[src/rtl/hazard_ctrl.sv]
// Pipeline sequencer: stage enables/flushes for load-use, branch, jump and memory waits.
// Optional stall/flush performance counters are built when HAZARD_PERF_CNT_EN is defined.
module hazard_ctrl #(
    parameter int MEM_TIMEOUT = 15,
    parameter int CNT_W       = 32
) (
    input  logic             clk_i,
    input  logic             rst_i,
    input  logic [4:0]       id_rs1_i,
    input  logic [4:0]       id_rs2_i,
    input  logic             id_use_rs1_i,
    input  logic             id_use_rs2_i,
    input  logic             id_jump_i,
    input  logic             ex_mem_rd_i,
    input  logic             ex_reg_wr_i,
    input  logic [4:0]       ex_rd_i,
    input  logic             ex_branch_taken_i,
    input  logic             mem_req_i,
    input  logic             mem_ready_i,
    output logic             pc_we_o,
    output logic             if_id_we_o,
    output logic             id_ex_we_o,
    output logic             ex_mem_we_o,
    output logic             if_id_flush_o,
    output logic             id_ex_flush_o,
    output logic             mem_wb_flush_o,
    output logic             mem_err_o,
    output logic [CNT_W-1:0] stall_cnt_o,
    output logic [CNT_W-1:0] flush_cnt_o
);
    localparam int WCNT_W = $clog2(MEM_TIMEOUT + 1);

    typedef enum logic [1:0] {RUN, WAIT, ERR} state_e;

    state_e              state_q, state_d;
    logic [WCNT_W-1:0]   wcnt_q, wcnt_d;
    logic                lu, ms;

    assign lu = ex_mem_rd_i & ex_reg_wr_i & (ex_rd_i != 5'd0) &
                ((id_use_rs1_i & (id_rs1_i == ex_rd_i)) |
                 (id_use_rs2_i & (id_rs2_i == ex_rd_i)));
    assign ms = mem_req_i & ~mem_ready_i;

    always_ff @(posedge clk_i) begin
        if (rst_i) begin
            state_q <= RUN;
            wcnt_q  <= '0;
        end else begin
            state_q <= state_d;
            wcnt_q  <= wcnt_d;
        end
    end

    // wcnt counts stalled cycles already spent; ERR once it has reached the limit and memory still stalls
    always_comb begin
        state_d = state_q;
        wcnt_d  = wcnt_q;
        case (state_q)
            RUN: if (ms) begin
                state_d = WAIT;
                wcnt_d  = WCNT_W'(1);
            end
            WAIT: begin
                if (!ms) begin
                    state_d = RUN;
                    wcnt_d  = '0;
                end else if (wcnt_q == WCNT_W'(MEM_TIMEOUT)) begin
                    state_d = ERR;
                end else begin
                    wcnt_d = wcnt_q + WCNT_W'(1);
                end
            end
            ERR:     state_d = ERR;
            default: state_d = RUN;
        endcase
    end

    always_comb begin
        pc_we_o        = 1'b1;
        if_id_we_o     = 1'b1;
        id_ex_we_o     = 1'b1;
        ex_mem_we_o    = 1'b1;
        if_id_flush_o  = 1'b0;
        id_ex_flush_o  = 1'b0;
        mem_wb_flush_o = 1'b0;
        mem_err_o      = 1'b0;
        if (rst_i) begin
            {pc_we_o, if_id_we_o, id_ex_we_o, ex_mem_we_o} = 4'b0000;
            {if_id_flush_o, id_ex_flush_o, mem_wb_flush_o} = 3'b111;
        end else if (state_q == ERR) begin
            {pc_we_o, if_id_we_o, id_ex_we_o, ex_mem_we_o} = 4'b0000;
            mem_err_o = 1'b1;
        end else if (ms) begin
            {pc_we_o, if_id_we_o, id_ex_we_o, ex_mem_we_o} = 4'b0000;
            mem_wb_flush_o = 1'b1;
        end else if (ex_branch_taken_i) begin
            if_id_flush_o = 1'b1;
            id_ex_flush_o = 1'b1;
        end else if (lu) begin
            pc_we_o       = 1'b0;
            if_id_we_o    = 1'b0;
            id_ex_flush_o = 1'b1;
        end else if (id_jump_i) begin
            if_id_flush_o = 1'b1;
        end
    end

`ifdef HAZARD_PERF_CNT_EN
    logic [CNT_W-1:0] stall_cnt_q, flush_cnt_q;

    always_ff @(posedge clk_i) begin
        if (rst_i) begin
            stall_cnt_q <= '0;
            flush_cnt_q <= '0;
        end else begin
            if (!pc_we_o && state_q != ERR && stall_cnt_q != '1)
                stall_cnt_q <= stall_cnt_q + CNT_W'(1);
            if (if_id_flush_o && flush_cnt_q != '1)
                flush_cnt_q <= flush_cnt_q + CNT_W'(1);
        end
    end

    assign stall_cnt_o = stall_cnt_q;
    assign flush_cnt_o = flush_cnt_q;
`else
    assign stall_cnt_o = '0;
    assign flush_cnt_o = '0;
`endif

endmodule
[config.mk]
export PLATFORM = sky130hd
export DESIGN_NAME = hazard_ctrl
export DESIGN_NICKNAME = d
export VERILOG_FILES = /design/src/rtl/hazard_ctrl.sv
export SDC_FILE = /design/constraint.sdc
export NUM_CORES = 1
export LEC_CHECK = 0
export ABC_AREA = 0
export ABC_CLOCK_PERIOD_IN_PS = 1550
export CAP_MARGIN = 20
export CORE_MARGIN = 5
export CORE_UTILIZATION = 28
export CTS_CLUSTER_SIZE = 40
export DETAILED_ROUTE_END_ITERATION = 7
export HOLD_SLACK_MARGIN = 0.08
export PLACE_DENSITY = 0.9
export RECOVER_POWER = 100
export SLEW_MARGIN = 20
export SYNTH_ARGS = -nofsm -noshare
export SYNTH_HDL_FRONTEND = slang
export SYNTH_SLANG_ARGS = --single-unit
[constraint.sdc]
create_clock -name clk_i -period 1.55 [get_ports clk_i]
set_clock_uncertainty 0.05 [all_clocks]
set_input_delay 0.2325 -clock clk_i [delete_from_list [all_inputs] [get_ports clk_i]]
set_output_delay 0.2325 -clock clk_i [all_outputs]
set_load 0.1 [all_outputs]
* Yosys cells after proc, flatten, opt, wreduce, memory -nomap -nowiden
Cells that the tools add are included.
Storage, ports and cells: register bits after elaboration 6, input bits 25, word-level logic and storage cells 56
Cells by class: add/sub/neg operators 1, eq/ne operators 8, muxes and demuxes 32, bitwise gates (word level) 8, reductions and logical operators 5
Operators with widths (count):
- two-way mux 1 bit | 24
- two-way mux 4 bit | 3
- equality test 5 bit | 2
- one-hot mux 4 bit (2 select lines) | 1
- bitwise AND 1 bit | 6
- two-way mux 2 bit | 3
- != test 3 bit, second input constant | 2
- one-hot mux 2 bit (3 select lines) | 1
- nonzero test 5 bit | 1
- adder 4 x 1 -> 4 bit, second input constant | 1
- equality test 4 bit, second input constant | 1
- AND reduction 3 bit | 1
- equality test 2 x 1 -> 1 bit, second input constant | 1
- equality test 2 bit, second input constant | 1
- logical NOT 2 bit | 1
- != test 2 bit, second input constant | 1
- AND reduction 2 bit | 1
- nonzero test 2 bit | 1
- inverter 1 bit | 1
- OR 1 bit | 1

* Longest topological paths before layout
word-level depth 9, gate-level depth with buffers 5, gate-level depth less buffers 5

* Least setup slack after synthesis
OpenSTA, ideal clock, no wires.
kind reg2out, start register state_q[0], end output port pc_we_o, arrival 4.875 ns, data required time 1.267 ns, slack -3.607 ns, stages on the path, launching flop included 6, buffers on the path 1, cell sequence dfxtp_1 nand2b_1 nand2_1 nor2_1 a21boi_0 buf_4
Between the ends: word-level cells in the longest chain between the ends 3
Ends and longest elaborated chain:
- from (decl) | RTL line 35 | state_e state_q, state_d;
- from (signal assigned) | RTL line 49 | state_q <= state_d;
- equality test 2 bit | RTL line 90 | end else if (state_q == ERR) begin
- two-way mux 1 bit (2 in a row)
- to (decl) | RTL line 20 | output logic pc_we_o,
No other way between the ends.

* Final worst setup path
start input port ex_rd_i[4], end output port if_id_flush_o
Between the ends: word-level cells in the longest chain between the ends 9, elaborated cells on any way between the ends 13, classes of those cells eq/ne: 2; mux: 5; bitwise: 5; reduce/logical: 1
Ends and longest elaborated chain:
- from (decl) | RTL line 16 | input logic [4:0] ex_rd_i,
- equality test 5 bit, on equally long branches | RTL line 40, 41
- bitwise AND 1 bit, on equally long branches | RTL line 40, 41
- OR 1 bit | RTL line 40 | ((id_use_rs1_i & (id_rs1_i == ex_rd_i)) |
- bitwise AND 1 bit * | RTL line 39 | assign lu = ex_mem_rd_i & ex_reg_wr_i & (ex_rd_i != 5'd0) &
- two-way mux 1 bit * | RTL line 99 | end else if (lu) begin
- two-way mux 1 bit * | RTL line 96 | end else if (ex_branch_taken_i) begin
- two-way mux 1 bit * | RTL line 93 | end else if (ms) begin
- two-way mux 1 bit * | RTL line 90
- two-way mux 1 bit * | RTL line 87 | if (rst_i) begin
- to (decl) | RTL line 24 | output logic if_id_flush_o,
Mark *: on every way between the ends. The rest lies on a longest branch, timed or not.

==> results.yml <==
run_status:
  status: "complete, but fails checks"
  violations: "negative setup slack"
cells_and_area:
  final_common_cell: "conb_1"
  final_layout_size_suffix_gt1_share_pct: 30.27
  fillCellCount: 367
  multi_input_area_sq_um: 739.5
  final_cell_mix: "conb_1 (64), buf_4 (19), clkdlybuf4s50_1 (16)"
  n_antenna_cell: 0
  fin_util_pct: 41.71
  nets: 213
  fin_area_sq_mm: 0.001504
  syn_to_final_growth_pct: 45.87
  register_area_sq_um: 122.6
  fin_cells: 233
grt:
  grt_pass1_wl_um: 3753
  grt_max_degree: 12
  grt_usage_pct: 9.112
  antenna_found_initial: 0
  grt_pass1_vias: 859
  grt.overflow.total: 0
placed_design:
  routabilityCongestion: 0.7793
  place_area_sq_mm: 0.001453
  dp_cells: 229
  place.detailed.hpwl_um: 2198
  pre_cts_ws_ns: -0.7578
  io_buffers: 32
sta:
  setup_viol: 7
  clock.fmax_mhz: 513.1
  fin_crit_sh_pct: 125.7
  grt_setup_unrepaired: "yes"
  worst_slack_ns: -0.3990
  final_max_slew_viol_count: 0
  hold_viol: 0
  period_needed_ns: 1.949
worst_setup_path:
  cp-start-kind: "input pin"
  worstPathRequired_ns: 1.27
  endpoint: "if_id_flush_o"
  slowest_delay_ns: 0.53
  r2r-end: "wcnt_q[2]$_SDFFE_PP0P_"
  crit_path_max_fanout: 3
  r2r-start: "wcnt_q[1]$_SDFFE_PP0P_"
  r2r_slack_ns: -0.15
  crit_type: "input pin to primary output"
  startpoint: "ex_rd_i[4]"
  ff2ff_path_depth: 5
  cp.arrival_ns: 1.67
  critPathCaptureType: "primary output"
  crit_path_cell_trace: "buf_6, or4_4, o211ai_4, nor3_4, a221oi_4, buf_12"
  crit_path_top_delay_cell: "or4_4"
power:
  switchingPower_w: 0.0009314
  internal_power_w: 0.0005010
  ir_drop_uv: 334.1
  power.sequential.fraction_pct: 11.3
  pwr-share-clk_pct: 16.6
  power_frac_comb_pct: 72.1
  p_leak_nw: 0.7084
  powerDensity_mw_per_mm2: 952.4
  switching_share_pct: 65.02
cts:
  cts_tree: "built"
  clock_insertion_delay_worst_skew_ns: 0.22
  clk_path_buf_depth: 2
  clk_pin_slew_ns: 0.04
  clock-root-buffer: "clkbuf_8"
  postCtsHoldBufs: 0
  cts_made_buffers: 3
  cts_sinks: 6
  htreeDepth: 1
synth:
  synthTopCellsByArea: "buf_4 (48%), dfxtp_1 (12%), xnor2_1 (9.3%), a21oi_1 (2.4%), nand2_1 (2.2%)"
  yosysSeqAreaShare_pct: 11.65
  synthCells: 135
  synth_cell_type_count: 29
  netlist.top_cell.by_area: "buf_4"
  syn_area_per_cell_sq_um: 7.637
  synth_area_sq_mm: 0.001031
  netlist.area_leader.share_pct: 48.06
  ys_seq_elements: 6
  yosys_warnings: 0
floorplan:
  die_w_um: 70.68
  coreArea_sq_mm: 0.003606
  start_util_pct: 28.59
  dieArea_sq_mm: 0.004996
  die_h_um: 70.68
  ios: 97
  rows: 22
flow_run:
  drv_cap: 0
min_path:
  hp-class: "register to register"
routing:
  wl_per_cell_um: 10.97
  drc: 0
  routed_via_density: 3.760
  ant_nets: 0
  first_iter_violations: 21
  vias: 876
  wirelength_um: 2555
  drt_pass1_iterations: 4
==> layer usage <==
| metal | wire length, um | vias to the layer above | track usage [%] |
|---|---|---|---|
| li1 | - | 419 | - |
| met1 | 874 | 406 | 9.137 |
| met2 | 1445 | 49 | 18.64 |
| met3 | 213 | 2 | 1.278 |
| met4 | 22 | 0 | 3.132 |
| met5 | 0 | - | 0 |
==> flip-flops by register name (all words and copies together) (netlist names) <==
name and cells:
state_q 2, wcnt_q 4
==> kinds of logic (layout without fill, tap and decap cells) <==
logic type,Yosys count,in the layout,synth area share [%]
mux,1,1,1.456
fa+ha+maj,1,1,1.213
other cells,1,64,0.3637
xor+xnor,11,11,9.344
simple gates,28,28,15.78
flops,6,6,11.65
buf+inv,71,58,50.12
compound gates,16,16,10.07
==> Yosys cell counts <==
cell type	number
nand2b_1	2
and4_4	1
xnor2_1	11
and3_1	1
o21ai_0	4
or4_1	3
buf_4	66
inv_1	3
nor3_1	3
nor4_1	1
nand3_1	1
o22ai_1	1
a21boi_0	1
nand4_1	2
mux2_4	1
conb_1	1
o211ai_2	1
nand2_1	6
nor2b_4	1
buf_2	2
ha_1	1
a221oi_1	1
nor2_1	5
a21oi_1	5
o31ai_1	2
and2_2	1
or3b_2	1
a211o_1	1
dfxtp_1	6
==> final cells by class <==
type	count	share of cell area [%]
Multi-Input combinational cell	121	49.17
Tap cell	48	3.993
Clock buffer	3	2.745
Timing Repair Buffer	52	35.19
Sequential cell	6	8.153
Inverter	3	0.7488
==> what timing repair did <==
action | in CTS | in global routing
gates cloned | 0 | 0
setup buffers | 0 | 1
gates resized for setup | 24 | 5
endpoints found under the setup margin | 11 | 9
pin swaps | 6 | 1
==> power groups by stage <==
stage | Sequential, W | Combinational, W | Clock (W)
after global routing | 0.000163 | 0.00106 | 0.000258
after CTS | 0.000164 | 0.00103 | 0.000244
after floorplan | 0.000166 | 0.000984 | 0
after global placement | 0.000166 | 0.00102 | 0
after detailed placement | 0.000166 | 0.00103 | 0
final | 0.000162 | 0.00103 | 0.000238
==> worst min-delay path by stage <==
stage / from / end / slack, ns / cells past startpoint
2_1_floorplan: mem_ready_i / wcnt_q[0]$_SDFFE_PP0P_ / 0.37 / 3
3_3_place_gp: wcnt_q[3]$_SDFFE_PP0P_ / wcnt_q[3]$_SDFFE_PP0P_ / 0.42 / 2
3_5_place_dp: wcnt_q[3]$_SDFFE_PP0P_ / wcnt_q[3]$_SDFFE_PP0P_ / 0.44 / 2
4_1_cts: wcnt_q[3]$_SDFFE_PP0P_ / wcnt_q[3]$_SDFFE_PP0P_ / 0.44 / 2
5_1_grt: wcnt_q[3]$_SDFFE_PP0P_ / wcnt_q[3]$_SDFFE_PP0P_ / 0.46 / 2
6_report: wcnt_q[3]$_SDFFE_PP0P_ / wcnt_q[3]$_SDFFE_PP0P_ / 0.44 / 2
==> worst max-delay path: cells and delay by family <==
kind / cells / cell delay (ns)
AO/OA/AOI/OAI: 2 / 0.52
buffers and inverters: 2 / 0.30
AND/OR/NAND/NOR: 2 / 0.59
==> stage by stage <==
step                      hold slack [ns]  power [W]  setup TNS [ns]
after floorplan                    0.3691   0.001150          -2.954
after global placement             0.4162   0.001184          -4.154
after detailed placement           0.4376   0.001192          -4.415
after CTS                          0.4439   0.001437          -1.635
after global routing               0.4567   0.001478          -2.322
final                              0.4392   0.001432          -1.933
Power figures use the tool's default switching activity.
==> RTL edit, RTL diff (config.mk and constraints unchanged) <==
The option `HAZARD_PERF_CNT_EN` is turned on by a define.
--- a/src/rtl/hazard_ctrl.sv
+++ b/src/rtl/hazard_ctrl.sv
@@ -1,5 +1,7 @@
 // Pipeline sequencer: stage enables/flushes for load-use, branch, jump and memory waits.
 // Optional stall/flush performance counters are built when HAZARD_PERF_CNT_EN is defined.
+`define HAZARD_PERF_CNT_EN
+
 module hazard_ctrl #(
     parameter int MEM_TIMEOUT = 15,
     parameter int CNT_W       = 32
Formal check against the unedited RTL: not equivalent (Yosys sat finds a counterexample within 4 cycles, from zero or initial values and one cycle with rst_i high).
==> RTL edit against the unedited design <==
The flow still finishes with violations (negative setup slack); sequential cell count grew 64; design area grew to 6.2 times the old value; non-clock buffer count increased by 263; hold slack better by 54 ps; register-to-register slack got worse by 470 ps; area after synthesis rose to 3.9 times the old value; wire length grew to 8.1 times the old value; largest cell class is now non-clock buffers; critical endpoint unchanged; critical path type unchanged; synthesized cell count increased to 3.7 times the old value; total power grew to 3.4 times the old value; largest power group is now clock; sequential share of layout area increased by 9.2 points; worst setup slack worse by 320 ps; combinational power up 7%.
==> RTL edit: results (changes against the unedited design) <==
Place
  – Detailed placement HPWL: 10900 um (+400%)
  – DP Worst Slack: -1250 ps (-496 ps)
  – Final GP Congestion: 0.870 (+12%)

Die
  – Die area: 17000 um^2 (+240%)

Power
  – Switching Share: 0.292 (-0.359)
  – Leak pwr: 3.58 nW (+410%)
  – Pwr dens: 531 nW/um^2 (-44%)
  – Flop pwr share: 0.355 (+0.242)
  – Total combinational power: 1.10 mW (+7%)

Layout
  – Invs w/o clock: 8 (+5)
  – Multi-input combinational area share: 0.370 (-0.122)
  – Clkbuf count: 10 (+7)
  – Bufs w/o clock: 315 (+510%)
  – Area occupied by multi-input gates: 3440 um^2 (+360%)
  – Register area: 1610 um^2 (+1200%)
  – Layout cells sized above 1: 0.670 (+0.368)
  – Buffering overhead: 0.397 (+0.0447)
  – Filler cells: 921 (+150%)

Clocking
  – Setup Fix Bufs, Post-CTS: 20 (+20)
  – Clk Latency, worst-skew pair: 340 ps (+120 ps)
  – Num CTS Buffers: 9 (+6)
  – Reg clk slew, reported paths: 60 ps (+20 ps)

Global route
  – Largest net degree at the start of global routing: 45 (+33)
  – Vias in the first global route: 5556 (+550%)
  – GRT Overall Usage: 0.209 (+0.117)

Detailed routing
  – DR vias/cell: 5.85 (+56%)
  – DR pass1 iterations: 5 (+1)
  – Vias: 5730 (+550%)
  – Detailed Route Iter0 Violations: 482 (+2200%)

Run status
  – Violated checks: negative setup slack
  – Status: finished, violations left

Worst hold path
  – Worst hold start: rst_i

STA
  – Final setup viols: 72 (+65)
  – Setup_tns: -37060 ps (-35120 ps)
  – Post-route setup slack: -721 ps (-322 ps)
  – Worst hold slack: 494 ps (+54.4 ps)

Synthesis
  – Top cells by area, synth: dfxtp_1 35%, a21oi_1 5.1%, nand4_1 3.9%
  – Synth Register Bits: 70 (+64)
  – Distinct cells, synth: 55 (+90%)
  – Post-synthesis compound-gate area fraction: 0.186 (+0.0851)
  – Gate Count Post-Synth: 494 (+270%)
  – Post-synthesis mux area share: 0.0383 (+0.0238)
  – Xor and xnor area share after synthesis: 0.0281 (-0.0653)

Critical path
  – WP data arrival: 1990 ps (+320 ps)
  – FF-to-FF End: flush_cnt_o[27]$_SDFFE_PP0P_
-- RTL edit: changes by cell type in the layout (fill, tap and decap cells not counted), moves of 21 or more --
| cell | unedited run | this run |
|---|---|---|
| buf_4 | 19 | 164 |
| nor2_1 | 2 | 23 |
| conb_1 | 64 | 0 |
| dfxtp_4 | 0 | 51 |
| buf_12 | 6 | 79 |
| buf_6 | 5 | 37 |
| nand4_1 | 2 | 25 |
-- RTL edit: metal layers --
layer / share of wire / wire, um / global-route usage / vias to the layer above
li1: - / - / - / 2497
met4: 0.050 / 1020 / 0.0923 / 0
met5: 0 / 0 / 0 / -
met2: 0.52 / 10600 / 0.371 / 351
met1: 0.36 / 7480 / 0.232 / 2777
met3: 0.073 / 1500 / 0.0557 / 105
-- RTL edit: worst max-delay path, stage by stage --
cell and delay [ps]:
buf_6 100, buf_6 120, xor2_4 150, nor4_4 290, a32oi_4 190, o41ai_4 430, buf_12 180, buf_12 110
inv_6 30, buf_12 150
